===== config.mk =====
export PLATFORM = sky130hd
export DESIGN_NAME = mips_cpu_bus_lsu
export DESIGN_NICKNAME = d
export VERILOG_FILES = /design/src/rtl/mips_cpu_bus_lsu.sv
export SDC_FILE = /design/constraint.sdc
export NUM_CORES = 1
export LEC_CHECK = 0
export CAP_MARGIN = 30
export CELL_PAD_IN_SITES_DETAIL_PLACEMENT = 1
export CELL_PAD_IN_SITES_GLOBAL_PLACEMENT = 1
export CORE_MARGIN = 2
export CORE_UTILIZATION = 35
export DETAILED_ROUTE_END_ITERATION = 12
export PLACE_DENSITY = 0.78
export SLEW_MARGIN = 10
export SYNTH_ARGS = -nofsm -noshare
export SYNTH_HDL_FRONTEND = slang
export SYNTH_SLANG_ARGS = --single-unit

===== constraint.sdc =====
create_clock -name clk -period 2.05 [get_ports clk]
set_input_delay 0.41 -clock clk [delete_from_list [all_inputs] [get_ports clk]]
set_output_delay 0.41 -clock clk [all_outputs]
set_load 0.005 [all_outputs]

===== src/rtl/mips_cpu_bus_lsu.sv =====
// mips_cpu_bus_lsu: load/store unit between the multicycle MIPS core and an Avalon-MM master.
// Each accepted core request becomes one Avalon transfer. The transfer is held stable across
// waitrequest stalls and is aborted after TIMEOUT stalled cycles (0 disables the timeout).
// Ports:
//   clk, rst                    clock, asynchronous active-low reset
//   req_valid/req_ready         core request handshake (ready only while idle)
//   req_op/addr/wdata/rt        operation code, byte address, store data, old rt value
//   resp_valid/resp_data        one-cycle completion pulse with load result
//   err_align/err_timeout       error qualifiers for resp_valid
//   address/read/write/waitrequest/writedata/byteenable/readdata   Avalon master port
module mips_cpu_bus_lsu #(
    parameter int unsigned ADDR_W  = 32,
    parameter int unsigned TIMEOUT = 256
) (
    input  logic              clk,
    input  logic              rst,
    input  logic              req_valid,
    output logic              req_ready,
    input  logic [3:0]        req_op,
    input  logic [ADDR_W-1:0] req_addr,
    input  logic [31:0]       req_wdata,
    input  logic [31:0]       req_rt,
    output logic              resp_valid,
    output logic [31:0]       resp_data,
    output logic              err_align,
    output logic              err_timeout,
    output logic [ADDR_W-1:0] address,
    output logic              read,
    output logic              write,
    input  logic              waitrequest,
    output logic [31:0]       writedata,
    output logic [3:0]        byteenable,
    input  logic [31:0]       readdata
);

    localparam logic [3:0] OpLw  = 4'd0;
    localparam logic [3:0] OpLb  = 4'd1;
    localparam logic [3:0] OpLbu = 4'd2;
    localparam logic [3:0] OpLh  = 4'd3;
    localparam logic [3:0] OpLhu = 4'd4;
    localparam logic [3:0] OpLwl = 4'd5;
    localparam logic [3:0] OpLwr = 4'd6;
    localparam logic [3:0] OpSw  = 4'd8;
    localparam logic [3:0] OpSb  = 4'd9;
    localparam logic [3:0] OpSh  = 4'd10;

    // The counter only has to reach TIMEOUT-1: the stall on that cycle is the TIMEOUT-th one.
    localparam int unsigned CntW = (TIMEOUT > 1) ? $clog2(TIMEOUT) : 1;
    localparam logic [CntW-1:0] CntLast = CntW'(TIMEOUT - 1);

    typedef enum logic [1:0] {StIdle, StBus, StResp} state_e;

    state_e            state_q, state_d;
    logic [3:0]        op_q, op_d;
    logic [1:0]        off_q, off_d;
    logic [31:0]       rt_q, rt_d;
    logic [CntW-1:0]   cnt_q, cnt_d;
    logic              ready_q, ready_d;
    logic              rvalid_q, rvalid_d;
    logic [31:0]       rdata_q, rdata_d;
    logic              ealign_q, ealign_d;
    logic              etime_q, etime_d;
    logic [ADDR_W-1:0] addr_q, addr_d;
    logic              read_q, read_d;
    logic              write_q, write_d;
    logic [31:0]       wd_q, wd_d;
    logic [3:0]        be_q, be_d;

    // Request decode
    logic [1:0]  req_off;
    logic        req_legal;
    logic [3:0]  req_be;
    logic [31:0] req_wd;

    assign req_off = req_addr[1:0];

    always_comb begin
        req_legal = 1'b1;
        req_be    = 4'b0000;
        req_wd    = 32'h0;
        case (req_op)
            OpLw: begin
                req_legal = (req_off == 2'd0);
                req_be    = 4'b1111;
            end
            OpLb, OpLbu: req_be = 4'b0001 << req_off;
            OpLh, OpLhu: begin
                req_legal = ~req_off[0];
                req_be    = req_off[1] ? 4'b1100 : 4'b0011;
            end
            OpLwl: req_be = 4'b1111 >> (2'd3 - req_off);
            OpLwr: req_be = 4'b1111 << req_off;
            OpSw: begin
                req_legal = (req_off == 2'd0);
                req_be    = 4'b1111;
                req_wd    = req_wdata;
            end
            OpSb: begin
                req_be = 4'b0001 << req_off;
                req_wd = {4{req_wdata[7:0]}};
            end
            OpSh: begin
                req_legal = ~req_off[0];
                req_be    = req_off[1] ? 4'b1100 : 4'b0011;
                req_wd    = {2{req_wdata[15:0]}};
            end
            default: req_legal = 1'b0;
        endcase
    end

    // Load result formatting from the live readdata at the completing edge
    logic [7:0]  rd_byte;
    logic [15:0] rd_half;
    logic [31:0] load_data;

    assign rd_byte = readdata[{off_q, 3'b000} +: 8];
    assign rd_half = off_q[1] ? readdata[31:16] : readdata[15:0];

    always_comb begin
        load_data = 32'h0;
        case (op_q)
            OpLw:  load_data = readdata;
            OpLb:  load_data = {{24{rd_byte[7]}}, rd_byte};
            OpLbu: load_data = {24'h0, rd_byte};
            OpLh:  load_data = {{16{rd_half[15]}}, rd_half};
            OpLhu: load_data = {16'h0, rd_half};
            OpLwl: begin
                case (off_q)
                    2'd0:    load_data = {readdata[7:0], rt_q[23:0]};
                    2'd1:    load_data = {readdata[15:0], rt_q[15:0]};
                    2'd2:    load_data = {readdata[23:0], rt_q[7:0]};
                    default: load_data = readdata;
                endcase
            end
            OpLwr: begin
                case (off_q)
                    2'd0:    load_data = readdata;
                    2'd1:    load_data = {rt_q[31:24], readdata[31:8]};
                    2'd2:    load_data = {rt_q[31:16], readdata[31:16]};
                    default: load_data = {rt_q[31:8], readdata[31:24]};
                endcase
            end
            default: load_data = 32'h0;
        endcase
    end

    // Next-state logic; response fields default to 0 so they are only non-zero in RESP
    always_comb begin
        state_d  = state_q;
        op_d     = op_q;
        off_d    = off_q;
        rt_d     = rt_q;
        cnt_d    = cnt_q;
        ready_d  = ready_q;
        addr_d   = addr_q;
        read_d   = read_q;
        write_d  = write_q;
        wd_d     = wd_q;
        be_d     = be_q;
        rvalid_d = 1'b0;
        rdata_d  = 32'h0;
        ealign_d = 1'b0;
        etime_d  = 1'b0;
        case (state_q)
            StIdle: begin
                if (req_valid) begin
                    op_d    = req_op;
                    off_d   = req_off;
                    rt_d    = req_rt;
                    addr_d  = {req_addr[ADDR_W-1:2], 2'b00};
                    be_d    = req_be;
                    wd_d    = req_wd;
                    ready_d = 1'b0;
                    if (req_legal) begin
                        state_d = StBus;
                        read_d  = ~req_op[3];
                        write_d = req_op[3];
                    end else begin
                        state_d  = StResp;
                        rvalid_d = 1'b1;
                        ealign_d = 1'b1;
                    end
                end
            end
            StBus: begin
                if (!waitrequest) begin
                    state_d  = StResp;
                    read_d   = 1'b0;
                    write_d  = 1'b0;
                    cnt_d    = '0;
                    rvalid_d = 1'b1;
                    rdata_d  = op_q[3] ? 32'h0 : load_data;
                end else if ((TIMEOUT != 0) && (cnt_q == CntLast)) begin
                    state_d  = StResp;
                    read_d   = 1'b0;
                    write_d  = 1'b0;
                    cnt_d    = '0;
                    rvalid_d = 1'b1;
                    etime_d  = 1'b1;
                end else begin
                    cnt_d = cnt_q + 1'b1;
                end
            end
            default: begin
                state_d = StIdle;
                ready_d = 1'b1;
            end
        endcase
    end

    always_ff @(posedge clk or negedge rst) begin
        if (!rst) begin
            state_q  <= StIdle;
            op_q     <= 4'h0;
            off_q    <= 2'd0;
            rt_q     <= 32'h0;
            cnt_q    <= '0;
            ready_q  <= 1'b1;
            rvalid_q <= 1'b0;
            rdata_q  <= 32'h0;
            ealign_q <= 1'b0;
            etime_q  <= 1'b0;
            addr_q   <= '0;
            read_q   <= 1'b0;
            write_q  <= 1'b0;
            wd_q     <= 32'h0;
            be_q     <= 4'h0;
        end else begin
            state_q  <= state_d;
            op_q     <= op_d;
            off_q    <= off_d;
            rt_q     <= rt_d;
            cnt_q    <= cnt_d;
            ready_q  <= ready_d;
            rvalid_q <= rvalid_d;
            rdata_q  <= rdata_d;
            ealign_q <= ealign_d;
            etime_q  <= etime_d;
            addr_q   <= addr_d;
            read_q   <= read_d;
            write_q  <= write_d;
            wd_q     <= wd_d;
            be_q     <= be_d;
        end
    end

    assign req_ready   = ready_q;
    assign resp_valid  = rvalid_q;
    assign resp_data   = rdata_q;
    assign err_align   = ealign_q;
    assign err_timeout = etime_q;
    assign address     = addr_q;
    assign read        = read_q;
    assign write       = write_q;
    assign writedata   = wd_q;
    assign byteenable  = be_q;

endmodule

==> results.py <==
metrics = {
    "run_status": {
        "status": "completed",
    },
    "grt": {
        "antenna_found_initial": 1,
        "grt_pass1_wl_um": 45500,
        "grt_start_max_net_pins": 58,
        "grt_overflow_total": 0,
        "track_usage_pct": 24.7,
        "first_global_vias": 8240,
    },
    "timing": {
        "final-hold-violation-count": 0,
        "min_period_over_period_pct": 93.0,
        "fin_tns_setup_ns": 0,
        "slew_violations": 0,
        "fin_skew_ns": 0.0109,
        "fin_crit_ns": 1.91,
        "rsz0062_at_grt": "false",
        "holdWs_ns": 0.448,
        "tightest_slew_ns": 0.508,
        "finalSetupViolations": 0,
        "relSlewSlack_pct": 66.1,
        "max_freq_ghz": 0.524,
    },
    "critical_path": {
        "start_kind": "flip-flop",
        "cp_max_fo": 24,
        "cp.arrival_ns": 2.20,
        "endpoint_kind": "flip-flop",
        "cp.required_ns": 2.34,
        "critPathKind": "flip-flop to flip-flop",
    },
    "synthesis": {
        "synth-edff-count": 0,
        "ys_seq_elements": 152,
        "ys_seq_area_share_pct": 49.4,
        "async_flop_share_pct": 100,
        "syn_area_per_cell_um2": 8.88,
        "ys_warn_count": 0,
        "synth_top_flop_cell": "dfrtp_1",
        "synth_area_um2": 7700,
        "ys_types": 54,
        "syn_inst": 867,
    },
    "route": {
        "drtAntennaViolNets": 0,
        "drt-total-wl_um": 28600,
        "via_per_inst": 5.37,
        "drtPass1Iterations": 4,
        "vias": 7621,
        "wl_per_cell_um": 20.2,
        "first_iter_violations": 429,
        "drc": 0,
    },
    "cts": {
        "cts_root_buf": "clkbuf_16",
        "postCtsSetupBuffers": 0,
        "clockBufferDepth": 2,
        "path_clk_slew_ns": 0.06,
        "htree_levels": 4,
        "clk_latency_ns": 0.43,
        "cts_tree": "done",
        "cts_made_buffers": 17,
        "clkSinkCount": 152,
    },
    "floorplan": {
        "core_um2": 21700,
        "row_count": 54,
        "die_h_um": 152,
        "io_pins": 242,
        "die_w_um": 152,
        "die_area_um2": 23200,
        "start_util_pct": 35.5,
    },
    "cells_and_area": {
        "fin_util_pct": 52.2,
        "area_growth_pct": 47.0,
        "fin_nets": 1262,
        "layout_common_cells": "nand2_1, clkdlybuf4s50_1, dfrtp_1",
        "fillers": 2483,
        "final_common_cell": "nand2_1",
        "drive_above_1_share_pct": 10.5,
        "stdcell_area_um2": 11300,
    },
    "pwr": {
        "p_leak_nw": 5.05,
        "power_mw": 14.1,
        "peakVddDrop_mv": 0.704,
        "powerDensity_nw_per_um2": 1240,
    },
    "placed_design": {
        "place_area_um2": 10700,
        "dp_hpwl_um": 20700,
        "place_congestion": 0.893,
        "io_buffers": 239,
    },
    "job": {
        "cap_violations": 0,
    },
    "worst_hold_path": {
        "min_path_type": "input port to async pin",
    },
}
==> final cells by class <==
class / count / area [um2] / share of cell area (%)
diodes: 1 / 2.50 / 0.0221
multi-input cells: 635 / 3560 / 31.4
well taps: 280 / 350 / 3.10
flip-flops and latches: 152 / 3810 / 33.6
clock inverters: 14 / 163 / 1.44
repair buffers: 302 / 2940 / 26.0
inverters: 17 / 63.8 / 0.564
clock buffers: 18 / 429 / 3.79
==> per-stage QoR <==
step                      instances  setup slack (ns)
after floorplan                 868             0.354
after global placement         1385           -0.0301
after detailed placement       1385           -0.0735
after CTS                      1418             0.120
after global routing           1418            0.0579
final                          1419             0.143
==> cells by family after synthesis <==
logic type	count (synthesis)	synth area share, %
and+or+nand+nor	363	19.5
buffers and inverters	81	4.65
other	1	0.0487
DFF	152	49.4
muxes	54	7.23
xor gates and xnor gates	6	0.682
AOI/OAI and AO/OA	209	18.3
adders and majority gates	1	0.162
==> metal layers <==
metal / up-vias / routed length (um) / GRT usage (%)
li1: 3525 / - / -
met1: 3786 / 11700 / 30.1
met2: 275 / 14100 / 42.1
met3: 35 / 2230 / 8.33
met4: 0 / 513 / 6.32
met5: - / 0 / 0
==> critical path, stage by stage, from the launching register on <==
cell,delay [ns]
dfrtp_2,0.52
buf_12,0.23
mux2_2,0.38
nor2_1,0.11
a21oi_1,0.07
buf_4,0.15
a22oi_1,0.19
a31oi_1,0.11
==> registers in the layout (all words and copies together), names as in the netlist, 4 cells and up <==
| name | count |
|---|---|
| byteenable | 4 |
| writedata | 32 |
| address | 30 |
| op_q | 4 |
| resp_data | 32 |
| rt_q | 32 |
| cnt_q | 8 |
==> cells in the mapped netlist, types with 11 or more instances <==
| master | number | area [um2] |
|---|---|---|
| mux2_2 | 11 | 124 |
| buf_2 | 13 | 65.1 |
| a22o_1 | 25 | 219 |
| a22oi_1 | 32 | 240 |
| o21ai_0 | 36 | 180 |
| a21oi_1 | 23 | 115 |
| nand2_1 | 270 | 1010 |
| dfrtp_1 | 151 | 3780 |
| o22ai_1 | 19 | 119 |
| inv_1 | 15 | 56.3 |
| nor2_1 | 41 | 154 |
| mux2i_1 | 41 | 410 |
| clkbuf_1 | 36 | 135 |
| a31oi_1 | 36 | 225 |
==> where the power goes <==
group	internal (mW)	switching [mW]
Combinational	2.87	3.24
Clock	1.83	1.40
Sequential	3.95	0.784
==> repair_timing <==
item | in CTS | in global routing
endpoints found under the setup margin | 0 | 1
hold buffers | 1 | 0
gates resized for setup | 0 | 1
hold endpoints to repair | 29 | 0
==> worst paths after layout <==
kind                                   from            end  slack (ns)  cells past startpoint
min in group clk                address[27]    address[27]        0.47                      2
worst min register to register  address[27]    address[27]        0.47                      2
worst max register to register     off_q[1]  resp_data[25]        0.14                      7
worst min-delay path                    rst       rt_q[21]        0.45                      2
max in group asynchronous               rst   resp_data[1]        0.90                      3
worst max-delay path               off_q[1]  resp_data[25]        0.14                      7
Power figures use the tool's default switching activity.
